===== src/rtl/multiword_add_seq_pkg.sv =====
// Shared definitions for the multiword_add_seq sequencer: FSM state encoding
// and the width of the reused adder slice.
package multiword_add_seq_pkg;

  typedef enum logic [1:0] {
    IDLE = 2'd0,
    RUN  = 2'd1,
    DONE = 2'd2
  } state_e;

  localparam int SLICE_W = 4;

endpackage


===== src/rtl/multiword_add_seq_add_slice4.sv =====
// add_slice4: combinational 4-bit ripple-carry adder made of four full-adder
// cells. This is the only adder in the sequencer; it is reused every step.
//   x, y  : nibble operands
//   cin   : carry into bit 0
//   sum   : nibble result
//   cout  : carry out of bit 3
module add_slice4
  import multiword_add_seq_pkg::*;
(
  input  logic [SLICE_W-1:0] x,
  input  logic [SLICE_W-1:0] y,
  input  logic               cin,
  output logic [SLICE_W-1:0] sum,
  output logic               cout
);

  logic [SLICE_W:0] c;

  assign c[0] = cin;

  for (genvar i = 0; i < SLICE_W; i++) begin : g_fa
    assign sum[i]  = x[i] ^ y[i] ^ c[i];
    assign c[i+1]  = (x[i] & y[i]) | (c[i] & (x[i] ^ y[i]));
  end

  assign cout = c[SLICE_W];

endmodule


===== src/rtl/multiword_add_seq.sv =====
// multiword_add_seq: adds or subtracts two WIDTH-bit operands using a single
// 4-bit ripple slice over NSLICE = WIDTH/4 cycles, least-significant nibble
// first, with the inter-slice carry held in a register.
// WIDTH must be a multiple of 4 and at least 8.
//   clk, rst             : clock, synchronous active-high reset
//   in_valid/in_ready    : request handshake (accepted only in IDLE)
//   a, b, cin, sub       : operands, carry-in (ignored on sub), subtract select
//   out_valid/out_ready  : result handshake (held in DONE until accepted)
//   sum, cout, ovf       : result, carry out of MSB, signed overflow
module multiword_add_seq
  import multiword_add_seq_pkg::*;
#(
  parameter int WIDTH = 16
) (
  input  logic             clk,
  input  logic             rst,
  input  logic             in_valid,
  output logic             in_ready,
  input  logic [WIDTH-1:0] a,
  input  logic [WIDTH-1:0] b,
  input  logic             cin,
  input  logic             sub,
  output logic             out_valid,
  input  logic             out_ready,
  output logic [WIDTH-1:0] sum,
  output logic             cout,
  output logic             ovf
);

  localparam int NSLICE = WIDTH / SLICE_W;
  localparam int CNT_W  = (NSLICE > 1) ? $clog2(NSLICE) : 1;

  state_e             state_q, state_d;
  logic [WIDTH-1:0]   a_q, a_d;
  logic [WIDTH-1:0]   b_q, b_d;
  logic [WIDTH-1:0]   res_q, res_d;
  logic               carry_q, carry_d;
  logic [CNT_W-1:0]   cnt_q, cnt_d;
  logic               cout_q, cout_d;
  logic               ovf_q, ovf_d;

  logic [SLICE_W-1:0] s_sum;
  logic               s_cout;
  logic               last_step;

  add_slice4 u_slice (
    .x    (a_q[SLICE_W-1:0]),
    .y    (b_q[SLICE_W-1:0]),
    .cin  (carry_q),
    .sum  (s_sum),
    .cout (s_cout)
  );

  assign last_step = (cnt_q == CNT_W'(NSLICE - 1));

  // State and datapath registers
  always_ff @(posedge clk) begin
    if (rst) begin
      state_q <= IDLE;
      a_q     <= '0;
      b_q     <= '0;
      res_q   <= '0;
      carry_q <= 1'b0;
      cnt_q   <= '0;
      cout_q  <= 1'b0;
      ovf_q   <= 1'b0;
    end else begin
      state_q <= state_d;
      a_q     <= a_d;
      b_q     <= b_d;
      res_q   <= res_d;
      carry_q <= carry_d;
      cnt_q   <= cnt_d;
      cout_q  <= cout_d;
      ovf_q   <= ovf_d;
    end
  end

  // Next-state logic
  always_comb begin
    state_d = state_q;
    case (state_q)
      IDLE:    if (in_valid)  state_d = RUN;
      RUN:     if (last_step) state_d = DONE;
      DONE:    if (out_ready) state_d = IDLE;
      default: state_d = IDLE;
    endcase
  end

  // Datapath next values
  always_comb begin
    a_d     = a_q;
    b_d     = b_q;
    res_d   = res_q;
    carry_d = carry_q;
    cnt_d   = cnt_q;
    cout_d  = cout_q;
    ovf_d   = ovf_q;
    case (state_q)
      IDLE: begin
        if (in_valid) begin
          a_d     = a;
          // Subtraction is a + ~b + 1; the +1 rides in on the carry register.
          b_d     = sub ? ~b : b;
          carry_d = sub | cin;
          cnt_d   = '0;
        end
      end
      RUN: begin
        // Result fills from the top so the first (low) nibble ends at bit 0.
        res_d   = {s_sum, res_q[WIDTH-1:SLICE_W]};
        a_d     = a_q >> SLICE_W;
        b_d     = b_q >> SLICE_W;
        carry_d = s_cout;
        cnt_d   = cnt_q + CNT_W'(1);
        if (last_step) begin
          cout_d = s_cout;
          // Carry into the MSB xor carry out of it.
          ovf_d  = a_q[SLICE_W-1] ^ b_q[SLICE_W-1] ^ s_sum[SLICE_W-1] ^ s_cout;
        end
      end
      default: ;
    endcase
  end

  // Outputs
  always_comb begin
    in_ready  = (state_q == IDLE);
    out_valid = (state_q == DONE);
    sum       = res_q;
    cout      = cout_q;
    ovf       = ovf_q;
  end

endmodule


===== config.mk =====
export PLATFORM = sky130hd
export DESIGN_NAME = multiword_add_seq
export DESIGN_NICKNAME = d
export VERILOG_FILES = /design/src/rtl/multiword_add_seq_pkg.sv /design/src/rtl/multiword_add_seq_add_slice4.sv /design/src/rtl/multiword_add_seq.sv
export SDC_FILE = /design/constraint.sdc
export NUM_CORES = 1
export LEC_CHECK = 0
export CAP_MARGIN = 5
export CORE_MARGIN = 2
export CORE_UTILIZATION = 50
export DETAILED_ROUTE_END_ITERATION = 6
export PLACE_DENSITY = 0.79
export SETUP_SLACK_MARGIN = 0.02
export SYNTH_ARGS = -nofsm -noshare
export SYNTH_HDL_FRONTEND = slang
export SYNTH_HIERARCHICAL = 1
export SYNTH_SLANG_ARGS = --single-unit

===== constraint.sdc =====
create_clock -name clk -period 2.7 [get_ports clk]
set_input_delay 0.54 -clock clk [delete_from_list [all_inputs] [get_ports clk]]
set_output_delay 0.54 -clock clk [all_outputs]
set_load 0.05 [all_outputs]

; ---- After elaboration in Yosys (flattened, before gate mapping)
; Index checks and enable logic that the tools add are counted.
[totals]
ff_bits = 55
input_bits = 38
out_inout_bits = 20
elab_cells = 57
[classes]
n_addsub = 1
eq_ne = 6
n_mux = 13
n_bitwise = 24
n_reduce_logical = 5
[op_table]
columns = operator, n
row1 = 16-bit case mux with 2 select lines, 2
row2 = 16-bit two-way mux, 3
row3 = 16-bit NOT, 1
row4 = 1-bit bitwise XOR, 10
row5 = 1-bit bitwise AND, 8
row6 = 2-bit two-way mux, 4
row7 = 2-bit case mux with 3 select lines, 1
row8 = 1-bit bitwise OR, 5
row9 = 2-bit == test (second input constant), 2
row10 = 2-bit inequality test (second input constant), 2
row11 = 2-bit case mux with 2 select lines, 1
row12 = 2-bit AND reduction, 2
row13 = 3-bit AND reduction, 1
row14 = 2-bit by 1-bit adder with 2-bit output (second input constant), 1
row15 = 2-bit by 1-bit == test with 1-bit output (second input constant), 1
row16 = 2-bit zero test, 1
row17 = 2-bit by 1-bit inequality test with 1-bit output (second input constant), 1
row18 = 1-bit case mux with 2 select lines, 1
row19 = 2-bit nonzero test, 1
row20 = 1-bit two-way mux, 1

; ---- Depth between registers and ports, before layout
[depth]
word_depth = 10
depth_mapped = 11
depth_no_buf = 11

; ---- Modules after synthesis
; Netlist, hierarchy kept.
[by_module_without_submodules]
columns = module, instances, cells_per_inst, area_per_inst_um2, seq_area_each_um2
row1 = multiword_add_seq, 1, 285, 2486.1, 1101.1
row2 = add_slice4, 1, 14, 117.6, 0.0

; ---- Least setup slack after synthesis
; No wires, ideal clock.
[synth_timing]
path_type = register to register
startpoint = reg b_q[0]
endpoint = reg ovf_q (netlist: ovf)
setup_ns = 0.091
t_arrival_ns = 2.278
slack_ns = 0.331
stages_incl_launch_ff = 12
n_path_buf = 0
synth_period_minus_slack_ns = 2.369
path_cell_list = dfxtp_1 > fa_1 > inv_1 > fa_1 > inv_1 > fa_1 > inv_1 > fa_1 > inv_1 > xnor2_1 > xnor2_1 > a311oi_1
[synth_between]
elab_chain_cells = 10
word_cells_on_any_way = 13
[synth_lines]
columns = element, line
row1 = from (decl), multiword_add_seq.sv:35  ; logic [WIDTH-1:0] b_q, b_d;
row2 = from (signal assigned), multiword_add_seq.sv:61  ; b_q <= '0;
row3 = from (signal assigned), multiword_add_seq.sv:70  ; b_q <= b_d;
row4 = 1-bit bitwise XOR, multiword_add_seq_add_slice4.sv:23  ; assign c[i+1] = (x[i] & y[i]) | (c[i] & (x[i] ^ y[i]));
row5 = 1-bit bitwise AND, multiword_add_seq_add_slice4.sv:23
row6 = 1-bit bitwise OR *, multiword_add_seq_add_slice4.sv:23
row7 = 1-bit bitwise AND *, multiword_add_seq_add_slice4.sv:23
row8 = 1-bit bitwise OR *, multiword_add_seq_add_slice4.sv:23
row9 = 1-bit bitwise AND *, multiword_add_seq_add_slice4.sv:23
row10 = 1-bit bitwise OR *, multiword_add_seq_add_slice4.sv:23
row11 = 1-bit bitwise XOR *, multiword_add_seq_add_slice4.sv:22  ; assign sum[i] = x[i] ^ y[i] ^ c[i];
row12 = named net s_sum[3], multiword_add_seq.sv:42  ; logic [SLICE_W-1:0] s_sum;
row13 = 1-bit bitwise XOR * (2 in a row), multiword_add_seq.sv:119  ; ovf_d = a_q[SLICE_W-1] ^ b_q[SLICE_W-1] ^ s_sum[SLICE_W-1] ^ s_cout;
row14 = to (signal assigned), multiword_add_seq.sv:75  ; ovf_q <= ovf_d;
row15 = to (decl), multiword_add_seq.sv:40  ; logic ovf_q, ovf_d;
; Mark *: on every way through the listed nets, which the timed path passes. The rest lies on a longest branch.
; A chain may end at the register's enable or synchronous reset.

; ---- Worst setup path after layout
; Same ends and word-level chain as after synthesis.

==> impl_metrics.json <==
{
  "drive_gt1_share_pct": 9.17,
  "cts_hold_buf": 0,
  "maxSlewViolCount": 0,
  "dieWidth_microns": 76.2,
  "timing.rr.start": "b_q[0]$_SDFFE_PP0P_",
  "crit_path_end_kind": "flop",
  "syn_area_per_cell_sq_um": 8.71,
  "clock-root-buffer": "clkbuf_8",
  "die_h_microns": 76.2,
  "cap_violations": 0,
  "dr.pass1.iters": 5,
  "syn_inst": 299,
  "synth_area_sq_um": 2600,
  "numCtsBuffers": 5,
  "place_area_sq_um": 3190,
  "crit_type": "reg2reg",
  "diodes": 0,
  "ys_ff_latch": 55,
  "grt_pass1_vias": 2138,
  "cts_setup_buffers": 0,
  "cts_max_path_buffers": 2,
  "yosysWarnings": 6,
  "ctsResizeCount": 0,
  "drt_drc_violations_left": 0,
  "finalSetupViolCount": 0,
  "r2r_cells": 11,
  "io-pin-count": 58,
  "hold_class": "reg2reg",
  "dp_hpwl_microns": 4150,
  "synth.net_count": 342,
  "syn_to_final_growth_pct": 26.3,
  "start_util_pct": 51.3,
  "grt_pass1_wl_microns": 9870,
  "rows": 26,
  "grt_max_degree": 34,
  "yosysSeqAreaShare_pct": 42.3,
  "first_iter_violations": 103,
  "gp_congestion": 0.833,
  "cts.sinks": 55,
  "antenna_found_initial": 0,
  "finalSetupTns_ps": 0,
  "ff2ff_setup_slack_ps": 150,
  "critPathRequiredTime_ps": 2930,
  "cts_tree": "built",
  "rsz0062_at_grt": "false",
  "clock_skew_ps": 5.15,
  "cp_max_fo": 2,
  "crit_path_start_kind": "flop",
  "power.density_nw_per_um2": 530,
  "hold_depth": 2,
  "drtAntennaViolNets": 0,
  "p_leak_nw": 1.26,
  "slew_headroom_pct": 46.3,
  "min_from": "sum[1]$_SDFFE_PP0P_",
  "hold_end": "sum[1]$_SDFFE_PP0P_",
  "worstPathArrival_ps": 2770,
  "ir_drop_uv": 278,
  "max_slew.worst_pin.slew_ps": 803,
  "fmax_mhz": 393,
  "ys_types": 28,
  "fin_crit_ps": 2550,
  "status": "finished, final reports clean",
  "fin_nets": 391,
  "vias": 2253,
  "clk_pin_slew_worst_paths_ps": 90,
  "via_per_inst": 5.38,
  "stdcell_area_sq_um": 3290,
  "finalPower_mw": 1.74,
  "io_buffer_count": 57,
  "fin_crit_sh_pct": 94.4,
  "wl_per_cell_microns": 13.5,
  "finalWirelength_microns": 5670,
  "timing.rr.end": "ovf$_SDFFE_PP0P_",
  "htree_levels": 2,
  "fp.coreArea_sq_um": 5070,
  "timing.hold.ws_ps": 461,
  "grt_usage_pct": 20.9,
  "grt_overflow": 0,
  "post-route-util_pct": 64.8,
  "die_area_sq_um": 5800,
  "clock_latency_ps": 310,
  "hold_viol": 0
}
[synthesized netlist by cell type (all sizes together)]
cell type | number | area, sq um
a21oi | 42 | 210
a22oi | 21 | 158
a311oi | 1 | 8.76
and2b | 1 | 7.51
buf | 21 | 131
clkbuf | 4 | 15.0
dfxtp | 55 | 1100
fa | 4 | 80.1
ha | 1 | 12.5
inv | 23 | 86.3
mux2i | 2 | 20.0
nand2 | 32 | 120
nand2b | 4 | 25.0
nand3b | 1 | 7.51
nor2 | 33 | 124
nor2b | 4 | 25.0
nor3 | 1 | 5.00
nor3b | 1 | 18.8
o21bai | 1 | 7.51
o221a | 12 | 135
o22a | 2 | 17.5
o2bb2ai | 12 | 105
or2 | 1 | 6.26
or4b | 1 | 10.0
xnor2 | 3 | 26.3
xor2 | 16 | 140
[registers in the layout (all words and copies together) (netlist names)]
name / cells
b_q: 16
a_q: 16
cout: 1
cnt_q: 2
sum: 16
state_q: 2
carry_q: 1
ovf: 1
[per-stage QoR]
stage	setup slack, ps	std cells
4_1_cts	147	419
2_1_floorplan	331	299
3_5_place_dp	171	411
5_1_grt	48.4	419
6_report	152	419
3_3_place_gp	281	411
[placed cells by master (no fill, tap or decap), drive strengths merged]
master / count
a21oi: 42
a22oi: 21
a311oi: 1
and2b: 1
buf: 11
clkbuf: 8
clkdlybuf4s50: 56
dfxtp: 55
fa: 4
ha: 1
inv: 23
mux2i: 2
nand2: 32
nand2b: 4
nand3b: 1
nor2: 33
nor2b: 4
nor3: 1
nor3b: 1
o21bai: 1
o221a: 12
o22a: 2
o2bb2ai: 12
or2: 1
or4b: 1
xnor2: 3
xor2: 16
[power by group]
group          internal (mW)  total (mW)  switching [mW]  leakage, nW
Clock                  0.234       0.492           0.258       0.0515
Combinational          0.165       0.349           0.185        0.760
Sequential             0.863       0.901          0.0387        0.451
Total                   1.26        1.74           0.481         1.26
[cells by family (layout without fill, tap and decap cells)]
logic type | Yosys count | in the layout | synth area share [%]
adder cells (fa/ha/maj) | 5 | 5 | 3.56
XOR/XNOR | 19 | 19 | 6.39
multiplexers | 2 | 2 | 0.769
AO/OA/AOI/OAI | 91 | 91 | 24.7
flip-flops | 55 | 55 | 42.3
buffers and inverters | 48 | 98 | 8.94
AND/OR/NAND/NOR | 79 | 79 | 13.4
[worst max-delay path: stages, from the launching register on]
cell,delay (ps)
dfxtp_1,340
fa_1,420
inv_1,70
fa_1,160
inv_1,50
fa_1,350
inv_1,80
fa_1,420
inv_1,100
xnor2_1,140
xnor2_1,90
a311oi_1,250
[routing by layer]
layer / vias up / global-route usage, % / wire length (microns)
met1: 1063 / 25.7 / 2430
li1: 1117 / - / -
met2: 67 / 36.2 / 2880
met4: 0 / 8.18 / 88
met3: 6 / 4.15 / 273
met5: - / 0 / 0
[worst max path at each step]
stage,start,endpoint,cells after the start
floorplan,b_q[0]$_SDFFE_PP0P_,ovf$_SDFFE_PP0P_,11
global placement,b_q[0]$_SDFFE_PP0P_,ovf$_SDFFE_PP0P_,11
detailed placement,b_q[0]$_SDFFE_PP0P_,ovf$_SDFFE_PP0P_,11
CTS,b_q[0]$_SDFFE_PP0P_,ovf$_SDFFE_PP0P_,11
global route,b_q[0]$_SDFFE_PP0P_,ovf$_SDFFE_PP0P_,11
finish,b_q[0]$_SDFFE_PP0P_,ovf$_SDFFE_PP0P_,11
[layout make-up]
cell class	count	area, sq um
Fill cell	478	1790
Multi-Input combinational cell	196	1270
Sequential cell	55	1100
Timing Repair Buffer	67	643
Clock buffer	8	100
Tap cell	70	87.6
Inverter	23	86.3
(Power assumes the default switching activity.)
